### config.mk
export PLATFORM = sky130hd
export DESIGN_NAME = alarm_scheduler
export DESIGN_NICKNAME = d
export VERILOG_FILES = /design/src/rtl/alarm_pkg.sv /design/src/rtl/alarm_slot_bank.sv /design/src/rtl/alarm_scheduler.sv
export SDC_FILE = /design/constraint.sdc
export NUM_CORES = 1
export LEC_CHECK = 0
export CAP_MARGIN = 30
export CORE_ASPECT_RATIO = 1.75
export CORE_MARGIN = 3
export CORE_UTILIZATION = 43
export DETAILED_ROUTE_END_ITERATION = 16
export GPL_ROUTABILITY_DRIVEN = 1
export GPL_TIMING_DRIVEN = 0
export SLEW_MARGIN = 10
export SYNTH_ARGS = -nofsm -noshare
export SYNTH_HDL_FRONTEND = slang
export SYNTH_SLANG_ARGS = --single-unit
### constraint.sdc
create_clock -name clk -period 7.44 [get_ports clk]
set_input_delay 0.744 -clock clk [delete_from_list [all_inputs] [get_ports clk]]
set_output_delay 0.744 -clock clk [all_outputs]
set_load 0.02 [all_outputs]
### src/rtl/alarm_pkg.sv
// Shared definitions for the alarm scheduler: FSM encoding, slot geometry
// and the default reschedule interval for daily-repeating slots.
package alarm_pkg;

  typedef enum logic [1:0] {
    ST_IDLE = 2'd0,
    ST_SCAN = 2'd1,
    ST_RING = 2'd2
  } state_t;

  localparam int NUM_SLOTS = 3;
  localparam int SLOT_W    = 2;

  // Scan index that selects the snooze entry instead of a slot.
  localparam logic [SLOT_W-1:0] SNOOZE_IDX = 2'd3;

  localparam logic [63:0] DEFAULT_DAY_SECS = 64'd86400;

endpackage

### src/rtl/alarm_slot_bank.sv
// Storage for the alarm slots. One write port (host), one fire-update port
// (scheduler) and a combinational read port used by the shared comparator.
// A host write to a slot always beats a fire update of the same slot.
module alarm_slot_bank
  import alarm_pkg::*;
#(
  parameter logic [63:0] DAY_SECS = DEFAULT_DAY_SECS
) (
  input  logic                 clk,
  input  logic                 rst_n,
  input  logic                 wr_en,
  input  logic [SLOT_W-1:0]    wr_slot,
  input  logic [63:0]          wr_stamp,
  input  logic                 wr_enable,
  input  logic                 wr_repeat,
  input  logic                 fire_en,
  input  logic [SLOT_W-1:0]    fire_slot,
  input  logic [SLOT_W-1:0]    rd_slot,
  output logic [63:0]          rd_stamp,
  output logic                 rd_enable,
  output logic [NUM_SLOTS-1:0] enabled_mask
);

  logic [63:0] stamp_all [NUM_SLOTS];

  generate
    for (genvar gi = 0; gi < NUM_SLOTS; gi++) begin : g_slot
      logic [63:0] stamp_reg;
      logic        enable_reg;
      logic        repeat_reg;

      // Per-slot state: host write first, otherwise reschedule or disarm on fire.
      always_ff @(posedge clk or negedge rst_n) begin
        if (!rst_n) begin
          stamp_reg  <= '0;
          enable_reg <= 1'b0;
          repeat_reg <= 1'b0;
        end else if (wr_en && (wr_slot == SLOT_W'(gi))) begin
          stamp_reg  <= wr_stamp;
          enable_reg <= wr_enable;
          repeat_reg <= wr_repeat;
        end else if (fire_en && (fire_slot == SLOT_W'(gi))) begin
          if (repeat_reg) begin
            stamp_reg <= stamp_reg + DAY_SECS;
          end else begin
            enable_reg <= 1'b0;
          end
        end
      end

      assign stamp_all[gi]    = stamp_reg;
      assign enabled_mask[gi] = enable_reg;
    end
  endgenerate

  // Read mux feeding the comparator; out-of-range index reads as disabled.
  always_comb begin
    rd_stamp  = '0;
    rd_enable = 1'b0;
    for (int i = 0; i < NUM_SLOTS; i++) begin
      if (rd_slot == SLOT_W'(i)) begin
        rd_stamp  = stamp_all[i];
        rd_enable = enabled_mask[i];
      end
    end
  end

endmodule

### src/rtl/alarm_scheduler.sv
// Alarm scheduler: on each tick, walks slot0..slot2 then the snooze entry
// through one shared 64-bit comparator, rings for the first due entry and
// holds the ring until stop, snooze or the ring timeout.
module alarm_scheduler
  import alarm_pkg::*;
#(
  parameter int unsigned RING_SECS   = 60,
  parameter int unsigned SNOOZE_SECS = 300,
  parameter logic [63:0] DAY_SECS    = DEFAULT_DAY_SECS
) (
  input  logic                 clk,
  input  logic                 rst_n,
  input  logic                 tick,
  input  logic [63:0]          counter,
  input  logic                 wr_en,
  input  logic [SLOT_W-1:0]    wr_slot,
  input  logic [63:0]          wr_stamp,
  input  logic                 wr_enable,
  input  logic                 wr_repeat,
  input  logic                 stop_req,
  input  logic                 snooze_req,
  output logic                 ring,
  output logic [SLOT_W-1:0]    ring_slot,
  output logic [NUM_SLOTS-1:0] enabled_mask,
  output logic                 snooze_pending,
  output logic                 busy
);

  state_t              state_reg, state_next;
  logic [SLOT_W-1:0]   scan_idx_reg;
  logic                ring_reg;
  logic [SLOT_W-1:0]   ring_slot_reg;
  logic [31:0]         ring_timer_reg;
  logic [63:0]         snooze_stamp_reg;
  logic                snooze_valid_reg;
  logic [SLOT_W-1:0]   snooze_slot_reg;

  logic [63:0]         rd_stamp;
  logic                rd_enable;
  logic                is_snooze;
  logic [63:0]         entry_stamp;
  logic                entry_valid;
  logic [SLOT_W-1:0]   entry_slot;
  logic                entry_due;
  logic                wr_hit;
  logic                fire;
  logic                arm_snooze;

  alarm_slot_bank #(.DAY_SECS(DAY_SECS)) u_bank (
    .clk          (clk),
    .rst_n        (rst_n),
    .wr_en        (wr_en),
    .wr_slot      (wr_slot),
    .wr_stamp     (wr_stamp),
    .wr_enable    (wr_enable),
    .wr_repeat    (wr_repeat),
    .fire_en      (fire && !is_snooze),
    .fire_slot    (scan_idx_reg),
    .rd_slot      (scan_idx_reg),
    .rd_stamp     (rd_stamp),
    .rd_enable    (rd_enable),
    .enabled_mask (enabled_mask)
  );

  // Select the entry under test and evaluate it with the single comparator.
  // A write landing on that entry's slot this cycle suppresses its fire.
  always_comb begin
    is_snooze   = (scan_idx_reg == SNOOZE_IDX);
    entry_stamp = is_snooze ? snooze_stamp_reg : rd_stamp;
    entry_valid = is_snooze ? snooze_valid_reg : rd_enable;
    entry_slot  = is_snooze ? snooze_slot_reg  : scan_idx_reg;
    entry_due   = entry_valid && (entry_stamp <= counter);
    wr_hit      = wr_en && (wr_slot == entry_slot);
  end

  // Next-state logic; stop beats snooze when both arrive together.
  always_comb begin
    state_next = state_reg;
    fire       = 1'b0;
    arm_snooze = 1'b0;
    case (state_reg)
      ST_IDLE: begin
        if (tick) state_next = ST_SCAN;
      end
      ST_SCAN: begin
        if (entry_due && !wr_hit) begin
          fire       = 1'b1;
          state_next = ST_RING;
        end else if (is_snooze) begin
          state_next = ST_IDLE;
        end
      end
      ST_RING: begin
        if (stop_req) begin
          state_next = ST_IDLE;
        end else if (snooze_req) begin
          arm_snooze = 1'b1;
          state_next = ST_IDLE;
        end else if (tick && (ring_timer_reg == 32'(RING_SECS - 1))) begin
          state_next = ST_IDLE;
        end
      end
      default: state_next = ST_IDLE;
    endcase
  end

  // FSM, scan pointer and registered ring output.
  always_ff @(posedge clk or negedge rst_n) begin
    if (!rst_n) begin
      state_reg    <= ST_IDLE;
      scan_idx_reg <= '0;
      ring_reg     <= 1'b0;
    end else begin
      state_reg    <= state_next;
      scan_idx_reg <= (state_reg == ST_SCAN) ? scan_idx_reg + 1'b1 : '0;
      ring_reg     <= (state_next == ST_RING);
    end
  end

  // Latch the ringing slot and run the ring timeout counter.
  always_ff @(posedge clk or negedge rst_n) begin
    if (!rst_n) begin
      ring_slot_reg  <= '0;
      ring_timer_reg <= '0;
    end else if (fire) begin
      ring_slot_reg  <= entry_slot;
      ring_timer_reg <= '0;
    end else if ((state_reg == ST_RING) && tick) begin
      ring_timer_reg <= ring_timer_reg + 32'd1;
    end
  end

  // Snooze entry: armed from RING, consumed on fire, cancelled by a rewrite of its slot.
  always_ff @(posedge clk or negedge rst_n) begin
    if (!rst_n) begin
      snooze_stamp_reg <= '0;
      snooze_valid_reg <= 1'b0;
      snooze_slot_reg  <= '0;
    end else if (arm_snooze) begin
      snooze_stamp_reg <= counter + 64'(SNOOZE_SECS);
      snooze_valid_reg <= 1'b1;
      snooze_slot_reg  <= ring_slot_reg;
    end else if (fire && is_snooze) begin
      snooze_valid_reg <= 1'b0;
    end else if (wr_en && (wr_slot == snooze_slot_reg)) begin
      snooze_valid_reg <= 1'b0;
    end
  end

  assign ring           = ring_reg;
  assign ring_slot      = ring_slot_reg;
  assign snooze_pending = snooze_valid_reg;
  assign busy           = (state_reg != ST_IDLE);

endmodule
==> results of run 1 <==
==> what timing repair did <==
item,4_1_cts,5_1_grt
gates resized for setup,0,8
endpoints found under the setup margin,0,26
hold buffers,0,0
==> placed cells by master, fill, tap and decap left out, drive strengths merged, types with 12 or more instances in the layout <==
| master | instances |
|---|---|
| nor3 | 94 |
| inv | 91 |
| clkbuf | 183 |
| nor2 | 196 |
| nor4b | 12 |
| o21ai | 300 |
| dfrtp | 304 |
| clkdlybuf4s50 | 142 |
| ha | 73 |
| a21oi | 178 |
| xor2 | 16 |
| nand2 | 458 |
| and3 | 82 |
| and4 | 12 |
| nor4 | 89 |
| buf | 26 |
| nand3 | 92 |
| nand4 | 58 |
| xnor2 | 236 |
| or3 | 16 |
| and2 | 14 |
==> routing by layer <==
layer,wire [µm],track usage [%]
met5,0,0
met2,40500,56.5
met4,5560,18.7
met3,4840,3.48
met1,30900,38.0
==> power by group through the flow <==
stage	clock network [mW]	logic, mW	registers [mW]
after detailed placement	0	3.42	2.42
after global routing	1.90	3.77	2.46
final	1.83	3.47	2.42
after global placement	0	3.35	2.41
after CTS	1.85	3.43	2.40
after floorplan	0	2.00	2.32
==> critical path, stage by stage, from the launching register on <==
cell,delay [ns]
dfrtp_1,0.43
inv_1,0.11
ha_1,0.15
clkbuf_1,0.22
clkbuf_1,0.56
buf_1,0.47
nor2_1,0.13
a21oi_1,0.25
o21ai_0,0.12
ha_1,0.33
nand4_1,0.21
nor4_1,0.56
a21boi_0,0.35
or4_1,0.21
a221oi_1,0.09
a21oi_1,0.43
clkbuf_2,0.46
clkbuf_1,0.37
clkbuf_1,0.73
nor4_1,0.18
xnor2_1,0.20
a21oi_1,0.09
==> final timing paths <==
kind | startpoint | end | slack, ns | cells past startpoint
worst min-delay path | rst_n | ring_timer_reg[10]$_DFFE_PN0P_ | 0.05 | 1
min in group clk | u_bank.g_slot[2].stamp_reg[1]$_DFFE_PN0P_ | u_bank.g_slot[2].stamp_reg[1]$_DFFE_PN0P_ | 0.48 | 2
max in group asynchronous | rst_n | snooze_stamp_reg[7]$_DFFE_PN0P_ | 6.07 | 3
worst max-delay path | scan_idx_reg[0]$_DFF_PN0_ | u_bank.g_slot[0].stamp_reg[29]$_DFFE_PN0P_ | 0.60 | 21
worst min register to register | u_bank.g_slot[2].stamp_reg[1]$_DFFE_PN0P_ | u_bank.g_slot[2].stamp_reg[1]$_DFFE_PN0P_ | 0.48 | 2
worst max register to register | scan_idx_reg[0]$_DFF_PN0_ | u_bank.g_slot[0].stamp_reg[29]$_DFFE_PN0P_ | 0.60 | 21
==> per-stage QoR <==
step	std cells	setup WS [ns]	power (mW)	TNS, ns	hold WS (ns)
2_1_floorplan	2591	3.13	4.32	0	0.440
3_3_place_gp	3317	-8.55	5.76	-2579.67	0.454
3_5_place_dp	3321	0.326	5.84	0	0.462
4_1_cts	3381	0.310	7.68	0	0.0457
5_1_grt	3381	0.211	8.14	0	0.0582
6_report	3381	0.595	7.72	0	0.0528
==> cells by family (layout without fill, tap and decap cells) <==
logic type	after synthesis	count (layout)	share of synthesized area, %
xor gates and xnor gates	252	252	10.9
AOI/OAI and AO/OA	530	530	14.1
adders and majority gates	73	73	4.53
and+or+nand+nor	1173	1173	27.6
muxes	7	7	0.378
buffers and inverters	252	459	4.79
DFF	304	304	37.7
==> final cells by class <==
cell class                      count  area, µm²  share of cell area (%)
Multi-Input combinational cell   2035      11600                    49.2
Sequential cell                   304       7610                    32.2
Timing Repair Buffer              147       1520                    6.45
Clock buffer                       41        938                    3.97
Tap cell                          583        729                    3.09
Buffer                            164        644                    2.73
Inverter                           88        330                    1.40
Clock inverter                     19        228                   0.964
==> results.py, run 1 <==
metrics = {
    "run_status": {
        "status": "complete, no violations",
    },
    "layout": {
        "layout-drive-gt1-share_pct": 3.29,
        "nets": 2986,
        "fillCellCount": 4577,
        "area_delta_synth_final_pct": 17.0,
        "final_cell_area_mm2": 0.0236,
        "num_antenna_cells": 0,
        "final_util_pct": 51.1,
        "largest_reg_flops": 192,
    },
    "floorplanning": {
        "dieArea_mm2": 0.0497,
        "io_pins": 146,
        "die-width_um": 170,
        "fp.dieH_um": 293,
        "initial_core_util_pct": 43.7,
        "design.core.area_mm2": 0.0462,
        "rows": 104,
    },
    "global_routing": {
        "first_global_vias": 20500,
        "grt_remaining_overflow": 0,
        "grt_pass1_wl_mm": 122,
        "track_usage_pct": 32.3,
        "antenna_found_initial": 0,
        "grt_max_degree": 103,
    },
    "synth": {
        "yosysTopAreaCellShare_pct": 37.7,
        "synthTopCellsByCount": "nand2_1, dfrtp_1, o21ai_0, xnor2_1, nor2_1",
        "ys.flop_type": "dfrtp_1",
        "ys_seq_area_share_pct": 37.7,
        "ys_types": 51,
        "synth_edf_count": 0,
        "synth_area_leaders": "dfrtp_1, xnor2_1, nand2_1",
        "yosysMostFrequentCell": "nand2_1",
        "syn_nets": 2802,
        "ys_ff_latch": 304,
        "synthCells": 2591,
        "yosysTopAreaCell": "dfrtp_1",
        "async_flop_share_pct": 100,
        "netlist_area_mm2": 0.0202,
        "ys_warn_count": 0,
        "avgSynthCellArea_um2": 7.79,
    },
    "sta": {
        "final.setup_skew_ns": 0.0262,
        "hold_viol": 0,
        "drv_slew": 0,
        "tightest_slew_ns": 1.01,
        "relSlewSlack_pct": 32.7,
        "setup-violations-final": 0,
        "min_period_ns": 6.84,
        "grt_setup_unrepaired": "false",
        "min_period_over_period_pct": 92.0,
        "fmaxAchievable_mhz": 146,
    },
    "placed_design": {
        "place_area_mm2": 0.0224,
        "portBuffers": 143,
        "globalplace.congestion": 0.997,
        "hpwl_mm": 63.8,
    },
    "clocking": {
        "root_buffer": "clkbuf_16",
        "cts_tree": "done",
        "htree_levels": 2,
        "cts_setup_buffers": 0,
        "cts_made_buffers": 35,
        "clkLatencyLatePin_ns": 0.56,
        "clock_path_buffers": 3,
        "path_clk_slew_ns": 0.06,
        "clkSinkCount": 304,
    },
    "routing": {
        "num_vias": 20300,
        "post_drt_via_cell_ratio": 5.99,
        "first_iter_violations": 1795,
        "wl_mm": 81.8,
        "ant_nets": 0,
        "drc": 0,
        "post_drt_wl_per_cell_um": 24.2,
        "firstDrtPassIters": 7,
    },
    "power": {
        "switching_share_pct": 46.2,
        "power.density_mw_per_mm2": 327,
        "peakVddDrop_v": 0.000236,
        "power_frac_seq_pct": 31.3,
        "power.switching_mw": 3.57,
        "power_frac_comb_pct": 44.9,
        "p_clk_share_pct": 23.8,
        "leakagePower_nw": 9.25,
        "p_int_mw": 4.16,
    },
    "hold_path": {
        "min_path_type": "primary input to asynchronous set/reset pin",
    },
    "setup_path": {
        "worstSetupPathType": "flip-flop to flip-flop",
        "crit_required_ns": 7.81,
        "cp-start-kind": "flip-flop",
        "critPathCaptureType": "flip-flop",
        "crit_arrival_ns": 7.22,
        "worstPathMaxFanout": 10,
    },
    "run": {
        "drv_cap": 0,
    },
}
(Power assumes the default switching activity.)
==> run 2, diff against run 1 <==
SETUP_SLACK_MARGIN = 0.3   (was default)
clock period = 5.85 ns   (was 7.44 ns; I/O delays follow)
==> run 2 against run 1 <==
Effect of this change:
- fmax grew 27%
- hold slack gained 0.42 ns
- combinational power grew 33%
- setup slack lost 0.13 ns
- via count shrank 0.10%
- register-to-register slack lost 0.13 ns
- sequential share of layout area shrank 0.33 points
- highest routed layer unchanged
- sequential power grew 27%
- die area is the same
- first-iteration DRC count grew 4.4%
- critical path depth grew 1
- global-route usage grew 0.074 points
==> results.py, run 2 (same netlist as run 1, synthesis figures left out) <==
metrics = {
    "run_status": {
        "status": "complete, no violations",
    },
    "routing": {
        "ant_nets": 0,
        "top_layer_used": "met4",
        "drc": 0,
        "met1_length_mm": 31.0,
        "first_iter_violations": 1874,
        "post_drt_wl_per_cell_um": 24.2,
        "firstDrtPassIters": 7,
        "num_vias": 20200,
        "wl_mm": 82.1,
        "wl_met3_mm": 4.73,
        "wl_met2_mm": 40.6,
        "post_drt_via_cell_ratio": 5.97,
    },
    "setup_path": {
        "r2r-end": "u_bank.g_slot[0].stamp_reg[37]$_DFFE_PN0P_",
        "crit_family": "compound AO/OA/AOI/OAI gates",
        "crit_arrival_ns": 5.84,
        "crit_required_ns": 6.31,
        "timing.rr.start": "scan_idx_reg[1]$_DFF_PN0_",
        "critPathBufInv": 6,
        "cpPeakStageDelay_ns": 0.57,
        "cpMostUsedCell": "a21oi_1",
        "cp-start-kind": "flip-flop",
        "worstPathMaxFanout": 10,
        "reg2reg_depth": 22,
        "r2r_setup_slack_ns": 0.47,
        "worstSetupPathType": "flip-flop to flip-flop",
        "crit_cells": 22,
        "critPathCaptureType": "flip-flop",
        "path_cells": "inv_1 -> ha_1 -> buf_6 -> inv_2 -> clkbuf_1 -> and3_1 -> a21oi_1 -> nor2_1 -> a21oi_1 -> o21ai_0 -> ha_1 -> a21oi_1 -> nand2_1 -> a221oi_1 -> o221ai_1 -> nand3_1 -> a21oi_2 -> buf_4 -> or4_4 -> buf_2 -> or3_1 -> a31oi_1",
        "cp_slowest_cell": "or4_4",
    },
    "power": {
        "p_int_mw": 5.40,
        "power_frac_comb_pct": 46.0,
        "p_clk_share_pct": 23.3,
        "power.switching_mw": 4.60,
        "power.density_mw_per_mm2": 419,
        "power_frac_seq_pct": 30.7,
        "leakagePower_nw": 9.40,
        "switching_share_pct": 46.0,
        "peakVddDrop_v": 0.000288,
    },
    "sta": {
        "tightest_slew_ns": 1.00,
        "drv_slew": 0,
        "min_period_ns": 5.38,
        "hold_viol": 0,
        "min_period_over_period_pct": 92.0,
        "grt_setup_unrepaired": "false",
        "hold_slack_ns": 0.477,
        "setup-violations-final": 0,
        "final.setup_skew_ns": 0.0239,
        "fmaxAchievable_mhz": 186,
        "relSlewSlack_pct": 33.3,
    },
    "clocking": {
        "cts_made_buffers": 35,
        "clock_path_buffers": 3,
        "root_buffer": "clkbuf_16",
        "clkSinkCount": 304,
        "cts_tree": "done",
        "htree_levels": 2,
        "path_clk_slew_ns": 0.07,
        "clkLatencyLatePin_ns": 0.55,
    },
    "global_routing": {
        "track_usage_pct": 32.4,
        "antenna_found_initial": 0,
        "grt_pass1_wl_mm": 122,
        "grt_remaining_overflow": 0,
        "grt_max_degree": 103,
        "first_global_vias": 20600,
    },
    "layout": {
        "layout-drive-gt1-share_pct": 5.20,
        "mostFrequentLayoutCells": "nand2_1, dfrtp_1, o21ai_0, xnor2_1, nor2_1",
        "nets": 2993,
        "area_delta_synth_final_pct": 18.2,
        "largest_reg_flops": 192,
        "final_cells": 3388,
        "final_common_cell": "nand2_1",
        "num_antenna_cells": 0,
    },
    "placed_design": {
        "dp_cells": 3321,
        "hpwl_mm": 63.8,
        "globalplace.congestion": 0.997,
        "portBuffers": 143,
    },
    "floorplanning": {
        "dieArea_mm2": 0.0497,
        "rows": 104,
        "initial_core_util_pct": 43.7,
        "die-width_um": 170,
        "io_pins": 146,
        "design.core.area_mm2": 0.0462,
        "fp.dieH_um": 293,
    },
    "run": {
        "drv_cap": 0,
    },
    "hold_path": {
        "min_path_type": "primary input to asynchronous set/reset pin",
    },
}
## run 2: layout make-up
| type | count | area (µm²) |
|---|---|---|
| inverter | 88 | 334 |
| clock buffer | 41 | 938 |
| fill | 4574 | 22300 |
| tap | 583 | 729 |
| clock inverter | 19 | 228 |
| multi-input combinational | 2035 | 11700 |
| buffer | 164 | 721 |
| timing repair buffer | 154 | 1580 |
| sequential | 304 | 7610 |
## run 2: power groups by stage
stage	clock (mW)	sequential (mW)	combinational (mW)
finish	2.33	3.07	4.60
global placement	0	3.07	4.26
floorplan	0	2.96	2.54
CTS	2.36	3.05	4.48
global route	2.42	3.13	4.97
detailed placement	0	3.08	4.34
## run 2: timing repair
action | 4_1_cts | 5_1_grt
gates resized for setup | 47 | 31
endpoints found under the setup margin | 212 | 202
setup buffers | 3 | 3
hold endpoints to repair | 27 | 0
hold buffers | 1 | 0
pin swaps | 0 | 3
gates cloned | 0 | 0
## run 2: worst max path at each step
| stage | start | to | slack (ns) |
|---|---|---|---|
| 2_1_floorplan | scan_idx_reg[0]$_DFF_PN0_ | u_bank.g_slot[2].stamp_reg[25]$_DFFE_PN0P_ | 1.54 |
| 3_3_place_gp | rst_n | snooze_stamp_reg[13]$_DFFE_PN0P_ | -9.98 |
| 3_5_place_dp | scan_idx_reg[0]$_DFF_PN0_ | u_bank.g_slot[2].stamp_reg[34]$_DFFE_PN0P_ | -1.26 |
| 4_1_cts | scan_idx_reg[0]$_DFF_PN0_ | u_bank.g_slot[2].stamp_reg[25]$_DFFE_PN0P_ | 0.33 |
| 5_1_grt | scan_idx_reg[1]$_DFF_PN0_ | u_bank.g_slot[1].stamp_reg[33]$_DFFE_PN0P_ | 0.31 |
| 6_report | scan_idx_reg[1]$_DFF_PN0_ | u_bank.g_slot[0].stamp_reg[37]$_DFFE_PN0P_ | 0.47 |
## run 2: routing by layer
metal / vias to the layer above / track usage [%]
li1: 9340 / -
met2: 864 / 56.8
met3: 235 / 3.34
met1: 9791 / 38.1
met4: 0 / 18.7
met5: - / 0
## run 2: per-stage QoR
step                      setup WS, ns  util, %  instance area (µm²)  TNS [ns]  total power [mW]
final                            0.469     51.6                23900         0              10.0
after global routing             0.311     51.6                23900         0              10.5
after CTS                        0.326     51.4                23800         0              9.90
after detailed placement         -1.26     48.6                22400   -175.72              7.42
after global placement           -9.98     48.4                22300  -3234.06              7.33
after floorplan                   1.54        -                20200         0              5.50
